[config.mk]
export PLATFORM = sky130hd
export DESIGN_NAME = decoder_rr_arbiter
export DESIGN_NICKNAME = d
export VERILOG_FILES = /design/src/rtl/decoder_rr_arbiter_pkg.sv /design/src/rtl/decoder_rr_arbiter_rr_pick.sv /design/src/rtl/decoder_rr_arbiter.sv
export SDC_FILE = /design/constraint.sdc
export NUM_CORES = 1
export LEC_CHECK = 0
export CORE_ASPECT_RATIO = 1.1
export CORE_MARGIN = 5
export CORE_UTILIZATION = 49
export DETAILED_ROUTE_END_ITERATION = 12
export GPL_TIMING_DRIVEN = 1
export PLACE_DENSITY = 0.85
export SETUP_SLACK_MARGIN = 0.2
export SYNTH_ARGS = -nofsm -noshare
export SYNTH_HDL_FRONTEND = slang
export SYNTH_HIERARCHICAL = 1
export SYNTH_SLANG_ARGS = --single-unit
[constraint.sdc]
create_clock -name iClk -period 12.05 [get_ports iClk]
set_clock_uncertainty 0.05 [all_clocks]
set_input_delay 2.41 -clock iClk [delete_from_list [all_inputs] [get_ports iClk]]
set_output_delay 2.41 -clock iClk [all_outputs]
set_load 0.005 [all_outputs]
[src/rtl/decoder_rr_arbiter_pkg.sv]
// Shared definitions for the decoder round-robin arbiter: FSM encodings,
// decoder enable codes and the index wrap helper used by the picker.
package decoder_arb_defs;

    typedef enum logic [1:0] {
        ST_IDLE = 2'd0,
        ST_HOLD = 2'd1,
        ST_GAP  = 2'd2
    } state_t;

    // Decoder enable as {G1,G2}.
    localparam logic [1:0] ENA_ON  = 2'b10;
    localparam logic [1:0] ENA_OFF = 2'b00;

    localparam int IDX_W = 3;

    function automatic logic [2:0] wrap_idx(input logic [3:0] v, input logic [3:0] n);
        return (v >= n) ? 3'(v - n) : 3'(v);
    endfunction

endpackage

[src/rtl/decoder_rr_arbiter_rr_pick.sv]
// Combinational round-robin picker: the search starts one past the last
// winner, so the last winner always has the lowest priority.
module rr_pick
    import decoder_arb_defs::*;
#(
    parameter int NREQ = 4
) (
    input  logic [NREQ-1:0]  iReq,
    input  logic [IDX_W-1:0] iLast,
    output logic [NREQ-1:0]  oWinOh,
    output logic [IDX_W-1:0] oWinIdx,
    output logic             oValid
);

    localparam logic [3:0] N4 = 4'(NREQ);

    logic [7:0]       w_req8;
    logic [7:0]       w_rot;
    logic [IDX_W-1:0] w_start;
    logic [IDX_W-1:0] w_off;

    // Rotate the requests to start at last+1, take the first set bit, rotate back.
    always_comb begin
        w_req8            = 8'b0;
        w_req8[NREQ-1:0]  = iReq;
        w_start           = wrap_idx({1'b0, iLast} + 4'd1, N4);
        w_rot             = 8'b0;
        for (int i = 0; i < NREQ; i++) begin
            w_rot[i] = w_req8[wrap_idx({1'b0, w_start} + 4'(i), N4)];
        end
        w_off = 3'd0;
        for (int i = NREQ - 1; i >= 0; i--) begin
            w_off = w_rot[i] ? 3'(i) : w_off;
        end
        oValid  = |w_rot;
        oWinIdx = wrap_idx({1'b0, w_start} + {1'b0, w_off}, N4);
        oWinOh  = '0;
        for (int i = 0; i < NREQ; i++) begin
            oWinOh[i] = oValid && (oWinIdx == 3'(i));
        end
    end

endmodule

[src/rtl/decoder_rr_arbiter.sv]
// Shares one 3-to-8 decoder between NREQ requesters: round-robin grant,
// hold the selected line for the requested length, then a dead cycle.
module decoder_rr_arbiter
    import decoder_arb_defs::*;
#(
    parameter int NREQ  = 4,
    parameter int LEN_W = 4
) (
    input  logic                  iClk,
    input  logic                  iRst_n,
    input  logic [NREQ-1:0]       iReq,
    input  logic [3*NREQ-1:0]     iSel,
    input  logic [LEN_W*NREQ-1:0] iLen,
    output logic [NREQ-1:0]       oGnt,
    output logic [2:0]            oDecData,
    output logic [1:0]            oDecEna,
    output logic                  oBusy,
    output logic                  oDone
);

    state_t           r_state;
    logic [2:0]       r_sel;
    logic [LEN_W-1:0] r_cnt;
    logic [IDX_W-1:0] r_last;
    logic [NREQ-1:0]  r_gnt;
    logic [1:0]       r_ena;
    logic             r_busy;
    logic             r_done;

    state_t           w_state_nxt;
    logic [2:0]       w_sel_nxt;
    logic [LEN_W-1:0] w_cnt_nxt;
    logic [IDX_W-1:0] w_last_nxt;
    logic [NREQ-1:0]  w_gnt_nxt;
    logic [1:0]       w_ena_nxt;
    logic             w_busy_nxt;
    logic             w_done_nxt;

    logic [NREQ-1:0]  w_win_oh;
    logic [IDX_W-1:0] w_win_idx;
    logic             w_valid;
    logic [2:0]       w_pick_sel;
    logic [LEN_W-1:0] w_pick_raw;
    logic [LEN_W-1:0] w_pick_len;

    rr_pick #(
        .NREQ (NREQ)
    ) u_rr_pick (
        .iReq    (iReq),
        .iLast   (r_last),
        .oWinOh  (w_win_oh),
        .oWinIdx (w_win_idx),
        .oValid  (w_valid)
    );

    // Route the winner's select and length slices; a zero length means one cycle.
    always_comb begin
        w_pick_sel = 3'd0;
        w_pick_raw = '0;
        for (int i = 0; i < NREQ; i++) begin
            w_pick_sel = w_win_oh[i] ? iSel[3*i +: 3]         : w_pick_sel;
            w_pick_raw = w_win_oh[i] ? iLen[LEN_W*i +: LEN_W] : w_pick_raw;
        end
        w_pick_len = (w_pick_raw == '0) ? LEN_W'(1) : w_pick_raw;
    end

    // Next-state and next-output logic; outputs are computed one edge ahead so they can be registered.
    always_comb begin
        w_state_nxt = r_state;
        w_sel_nxt   = r_sel;
        w_cnt_nxt   = r_cnt;
        w_last_nxt  = r_last;
        w_gnt_nxt   = '0;
        w_ena_nxt   = ENA_OFF;
        w_done_nxt  = 1'b0;
        case (r_state)
            ST_IDLE: begin
                if (w_valid) begin
                    w_state_nxt = ST_HOLD;
                    w_sel_nxt   = w_pick_sel;
                    w_cnt_nxt   = w_pick_len;
                    w_last_nxt  = w_win_idx;
                    w_gnt_nxt   = w_win_oh;
                    w_ena_nxt   = ENA_ON;
                    w_done_nxt  = (w_pick_len == LEN_W'(1));
                end else begin
                    w_state_nxt = ST_IDLE;
                end
            end
            ST_HOLD: begin
                w_cnt_nxt = r_cnt - LEN_W'(1);
                if (r_cnt == LEN_W'(1)) begin
                    w_state_nxt = ST_GAP;
                end else begin
                    w_state_nxt = ST_HOLD;
                    w_ena_nxt   = ENA_ON;
                    w_done_nxt  = (r_cnt == LEN_W'(2));
                end
            end
            ST_GAP: begin
                w_state_nxt = ST_IDLE;
            end
            default: begin
                w_state_nxt = ST_IDLE;
            end
        endcase
        w_busy_nxt = (w_state_nxt != ST_IDLE);
    end

    // State, datapath and output registers; reset drops the decoder enable at once.
    always_ff @(posedge iClk or negedge iRst_n) begin
        if (!iRst_n) begin
            r_state <= ST_IDLE;
            r_sel   <= 3'd0;
            r_cnt   <= '0;
            r_last  <= 3'(NREQ - 1);
            r_gnt   <= '0;
            r_ena   <= ENA_OFF;
            r_busy  <= 1'b0;
            r_done  <= 1'b0;
        end else begin
            r_state <= w_state_nxt;
            r_sel   <= w_sel_nxt;
            r_cnt   <= w_cnt_nxt;
            r_last  <= w_last_nxt;
            r_gnt   <= w_gnt_nxt;
            r_ena   <= w_ena_nxt;
            r_busy  <= w_busy_nxt;
            r_done  <= w_done_nxt;
        end
    end

    assign oGnt     = r_gnt;
    assign oDecData = r_sel;
    assign oDecEna  = r_ena;
    assign oBusy    = r_busy;
    assign oDone    = r_done;

endmodule

# Word level (Yosys, flattened, before mapping)
# Cells that the tools add are included.
# word_totals
register_bits	20
latch_bits	0
mem_bits_rw	0
romBits	0
in_bits	34
wordCells	90
n_memories	0
# classes
addsub	12
mul	0
n_div	0
n_lt_le_gt_ge	10
n_eq_ne	8
n_shift	0
n_mux	40
bitwise	0
reduce_logical	12
# op_table
op	count
3-bit two-way mux	13
4-bit two-way mux	8
4-bit by 3-bit greater-or-equal comparator with 1-bit output, second input constant	5
3-bit subtractor, second input constant	6
3-bit by 4-bit less-than comparator with 1-bit output, second input constant	4
1-bit binary-select mux with 3-bit select	4
3-bit by 1-bit adder with 4-bit output, second input constant	2
3-bit by 2-bit adder with 4-bit output, second input constant	2
4-bit by 1-bit == test with 1-bit output, second input constant	2
2-bit two-way mux	4
2-bit case mux with 2 select lines	2
4-bit case mux with 2 select lines	1
1-bit two-way mux	7
3-bit by 2-bit == test with 1-bit output, second input constant	2
3-bit by 3-bit adder with 4-bit output	1
4-bit by 2-bit == test with 1-bit output, second input constant	1
1-bit logical AND	4
4-bit logical NOT	1
2-bit AND reduction	2
2-bit nonzero test	2
4-bit OR reduction	1
4-bit by 1-bit subtractor with 4-bit output, second input constant	1
3-bit by 1-bit == test with 1-bit output, second input constant	1
3-bit greater-or-equal comparator, second input constant	1
other kinds (5)	5

# Depth between registers and ports, before layout
# depth
ltp_word	26
mapped_depth	17

# By module
# Netlist, hierarchy kept.
# modules_own_cells
module	instances	cells_each	area_per_inst_um2	seq_area_each_um2
decoder_rr_arbiter	1	114	1021.0	452.9
rr_pick	1	39	346.6	0.0

# Least setup slack after synthesis
# No wires, ideal clock.
# synth_timing
path_type	input port to flip-flop
from	input port iReq[0]
to	register r_sel[0] (netlist: oDecData[0])
t_arrival_ns	5.308
required_time_ns	11.923
path_slack_ns	6.615
cell_stages	12
path_buffers	0
cell_sequence	mux4_2 -> a221oi_4 -> nor2b_1 -> ha_1 -> a21oi_1 -> or3_1 -> inv_1 -> a2111oi_1 -> nor2b_1 -> a221oi_1 -> a211o_1 -> a21oi_1
# synth_between
elab_chain_len	15
word_cells_on_any_way	30
classes_between	add/sub (2); order compare (1); eq/ne (3); mux (17); reduce/logical (7)
# synth_lines
element	line	source
from (decl)	decoder_rr_arbiter.sv:11	input logic [NREQ-1:0] iReq,
1-bit binary-select mux with 3-bit select	decoder_rr_arbiter_rr_pick.sv:29	w_rot[i] = w_req8[wrap_idx({1'b0, w_start} + 4'(i), N4)];
1-bit two-way mux (not written as such)	decoder_rr_arbiter_rr_pick.sv:29	
2-bit two-way mux	decoder_rr_arbiter_rr_pick.sv:33	w_off = w_rot[i] ? 3'(i) : w_off;
3-bit two-way mux (2 in a row)	decoder_rr_arbiter_rr_pick.sv:33	
3-bit two-way mux (*)	decoder_rr_arbiter_rr_pick.sv:33	
3-bit by 3-bit adder with 4-bit output (*)	decoder_rr_arbiter_rr_pick.sv:36	oWinIdx = wrap_idx({1'b0, w_start} + {1'b0, w_off}, N4);
4-bit by 3-bit greater-or-equal comparator with 1-bit output / 3-bit subtractor (equally long branches)	decoder_rr_arbiter_pkg.sv:18	return (v >= n) ? 3'(v - n) : 3'(v);
3-bit two-way mux (*)	decoder_rr_arbiter_pkg.sv:18	
via w_win_idx[2]	decoder_rr_arbiter.sv:40	logic [IDX_W-1:0] w_win_idx;
3-bit logical NOT (*)	decoder_rr_arbiter_rr_pick.sv:39	oWinOh[i] = oValid && (oWinIdx == 3'(i));
1-bit logical AND (*)	decoder_rr_arbiter_rr_pick.sv:39	
via w_win_oh[0]	decoder_rr_arbiter.sv:39	logic [NREQ-1:0] w_win_oh;
3-bit two-way mux (*) (4 in a row)	decoder_rr_arbiter.sv:61	w_pick_sel = w_win_oh[i] ? iSel[3*i +: 3] : w_pick_sel;
to (signal assigned)	decoder_rr_arbiter.sv:123	r_sel <= w_sel_nxt;
to (decl)	decoder_rr_arbiter.sv:22	logic [2:0] r_sel;
# The timed path passes the listed nets; every way through them passes the cells marked *. The select of a mux whose other input is x is not followed.
# A chain may end at the register's enable or synchronous reset.

# Worst setup path after layout
# layout_timing
from	input port iReq[1]
to	register r_cnt[0]
# layout_between
word_cells_on_any_way	35
classes_between	add/sub (2); order compare (1); eq/ne (4); mux (20); reduce/logical (8)
# layout_lines
element	line	source
1-bit binary-select mux with 3-bit select	decoder_rr_arbiter_rr_pick.sv:29	
1-bit two-way mux (not written as such)	decoder_rr_arbiter_rr_pick.sv:29	
2-bit two-way mux	decoder_rr_arbiter_rr_pick.sv:33	
3-bit two-way mux (2 in a row)	decoder_rr_arbiter_rr_pick.sv:33	
3-bit two-way mux (*)	decoder_rr_arbiter_rr_pick.sv:33	
3-bit by 3-bit adder with 4-bit output (*)	decoder_rr_arbiter_rr_pick.sv:36	
4-bit by 3-bit greater-or-equal comparator with 1-bit output / 3-bit subtractor (equally long branches)	decoder_rr_arbiter_pkg.sv:18	
3-bit two-way mux (*)	decoder_rr_arbiter_pkg.sv:18	
via w_win_idx[2]	decoder_rr_arbiter.sv:40	
3-bit by 2-bit == test with 1-bit output (*)	decoder_rr_arbiter_rr_pick.sv:39	
1-bit logical AND (*)	decoder_rr_arbiter_rr_pick.sv:39	
via w_win_oh[2]	decoder_rr_arbiter.sv:39	
4-bit two-way mux (*) (2 in a row)	decoder_rr_arbiter.sv:62	w_pick_raw = w_win_oh[i] ? iLen[LEN_W*i +: LEN_W] : w_pick_raw;
4-bit logical NOT	decoder_rr_arbiter.sv:64	w_pick_len = (w_pick_raw == '0) ? LEN_W'(1) : w_pick_raw;
4-bit two-way mux (*)	decoder_rr_arbiter.sv:64	
4-bit two-way mux (*)	decoder_rr_arbiter.sv:78	if (w_valid) begin
4-bit case mux with 2 select lines (*)	decoder_rr_arbiter.sv:76	case (r_state)
to (signal assigned)	decoder_rr_arbiter.sv:124	r_cnt <= w_cnt_nxt;
to (decl)	decoder_rr_arbiter.sv:23	logic [LEN_W-1:0] r_cnt;
# Marks and branches as above.

==> flow_summary.yaml <==
cts:
  path_clk_slew_ns: 0.11
  cts_resized: 0
  numCtsBuffers: 3
  clock_sinks: 18
  cts_max_path_buffers: 2
  htree_levels: 1
  cts_setup_buffers: 0
  clock_latency_ns: 0.30
  clock-root-buffer: "clkbuf_4"
  cts_tree: "done"
  cts_hold_buf: 0
timing:
  setup_violations: 0
  rsz0062_at_grt: "no"
  slew_headroom_pct: 27.9
  maxSlewViolCount: 0
  fmax_ghz: 0.157
  hold_viol_final: 0
  setup_ws_ns: 5.67
  tightest_slew_ns: 1.08
  min_period_over_period_pct: 52.9
  period_needed_ns: 6.38
  tns_ns: 0
logic_synthesis:
  synth-seq-cells: 18
  synth_seq_area_share_pct: 33.1
  post_synth.cell_area_avg_sq_um: 8.94
  synth.largest_area_cell: "dfrtp_1"
  yosysUniqueCellTypes: 47
  syn-num-nets: 196
  synth_edf_count: 0
  yosys_warnings: 6
  yosys-top-cells-area: "dfrtp_1 29%, ha_1 7.3%, nand2_1 6.0%, a21oi_1 4.0%, dfstp_2 3.8%"
  synthCells: 153
  yosysTopAreaCellShare_pct: 29.3
  mappedNetlistArea_sq_mm: 0.00137
  ys.flop_type: "dfrtp_1"
  ys_async_sr_fraction_pct: 100
critical_path:
  criticalPathCategory: "input pin to flop"
  critPathLaunchType: "input pin"
  cp.arrival_ns: 6.58
  crit_fanout: 11
  setup.worst_path.start: "iReq[1]"
  rr_startpoint: "r_last[0]$_DFFE_PN1P_"
  cp_data_required_time_ns: 12.25
  crit_path_end_kind: "flop"
route:
  ant_nets: 0
  drtIter0Drc: 43
  via_per_inst: 5.87
  drcViolationCount: 0
  dr.pass1.iters: 4
  wl_microns: 3420
  via_count: 1332
  wl_per_cell_microns: 15.1
job:
  maxCapViolations: 0
floorplanning:
  ios: 45
  core_sq_mm: 0.00273
  dieWidth_microns: 60.4
  die_y_microns: 65.4
  initial_utilization_pct: 50.1
  row_count: 20
  dieArea_sq_mm: 0.00395
global_route:
  grt_pass1_vias: 1386
  grt_pass1_wl_microns: 5910
  grt_max_degree: 19
  grt-ovfl-total: 0
  antenna_found_initial: 0
  track_usage_pct: 19.5
worst_hold_path:
  min_path_type: "flop to flop"
  min_from: "r_last[1]$_DFFE_PN1P_"
layout:
  antenna_cells: 0
  drive_gt1_share_pct: 8.76
  final_common_cell: "clkdlybuf4s50_1"
  final_nets: 238
  area_growth_pct: 34.3
  final_cell_mix: "43 x clkdlybuf4s50_1, 22 x nand2_1, 16 x dfrtp_1"
placement:
  hpwl_microns: 2770
  globalplace.congestion: 0.925
  io_buffers: 43
  place_ws_ns: 5.40
run_status:
  status: "completed"
==> synthesized netlist by cell type (all sizes together) (3+ instances only) <==
| master | n |
|---|---|
| and2 | 4 |
| nand2 | 22 |
| nor2 | 7 |
| ha | 8 |
| nor2b | 3 |
| a221oi | 4 |
| nand2b | 4 |
| nand3 | 8 |
| nand3b | 3 |
| a2bb2oi | 3 |
| buf | 7 |
| a21oi | 13 |
| dfrtp | 16 |
| o211ai | 5 |
| inv | 13 |
| or3 | 3 |
==> logic make-up after synthesis <==
logic type               count (synthesis)  synth area share (%)
flip-flops                              18                  33.1
AO/OA/AOI/OAI                           39                  22.5
AND/OR/NAND/NOR                         62                  23.2
multiplexers                             4                  5.12
buffers and inverters                   20                  6.95
other                                    1                 0.274
adder cells (fa/ha/maj)                  9                  8.78
==> worst max-delay path, stage by stage <==
cell             delay, ns
clkdlybuf4s50_1       0.45
mux4_2                0.54
a221oi_4              0.39
nor2b_1               0.10
ha_1                  0.28
a21oi_1               0.14
or3_1                 0.16
inv_1                 0.09
a2111oi_2             0.94
nand2b_1              0.22
a2bb2oi_1             0.20
a222oi_1              0.48
o21a_1                0.18
==> flip-flops by register name (all words and copies together) (netlist names) <==
signal and flops:
r_state 2, oBusy 1, r_last 3, oDecData 3, oDone 1, oGnt 4, r_cnt 4
==> area by class of cell <==
class	count	area, sq um
inverters	13	48.8
fillers	222	891
flip-flops and latches	18	453
multi-input cells	115	820
well taps	33	41.3
repair buffers	44	438
clock buffers	4	36.3
==> layer usage <==
| metal | track usage, % | part of all wire (%) | vias up |
|---|---|---|---|
| li1 | - | - | 632 |
| met1 | 24.0 | 41 | 632 |
| met2 | 31.5 | 49 | 60 |
| met3 | 4.32 | 7.8 | 8 |
| met4 | 9.42 | 1.9 | 0 |
| met5 | 0 | 0 | - |
==> per-stage QoR <==
stage | area (sq um) | utilization (%) | hold WS, ns | instances
after floorplan | 1370 | - | 0.396 | 153
after global placement | 1800 | 66.0 | 0.423 | 223
after detailed placement | 1800 | 66.0 | 0.431 | 223
after CTS | 1840 | 67.3 | 0.447 | 227
after global routing | 1840 | 67.3 | 0.461 | 227
final | 1840 | 67.3 | 0.443 | 227
==> path summary, 6_finish.rpt <==
| check | to | slack (ns) | cells past startpoint |
|---|---|---|---|
| hold / removal | r_last[1]$_DFFE_PN1P_ | 0.44 | 2 |
| setup reg to reg | r_cnt[0]$_DFFE_PN0P_ | 6.98 | 14 |
| setup / recovery | r_cnt[0]$_DFFE_PN0P_ | 5.67 | 13 |
| min in group asynchronous | oGnt[3]$_DFF_PN0_ | 2.51 | 1 |
| hold reg to reg | r_last[1]$_DFFE_PN1P_ | 0.44 | 2 |
| max in group asynchronous | oDecData[0]$_DFFE_PN0P_ | 8.92 | 1 |
Power is not shown: default switching activity piles up to over one toggle a cycle in this logic, so the estimate is an artifact.
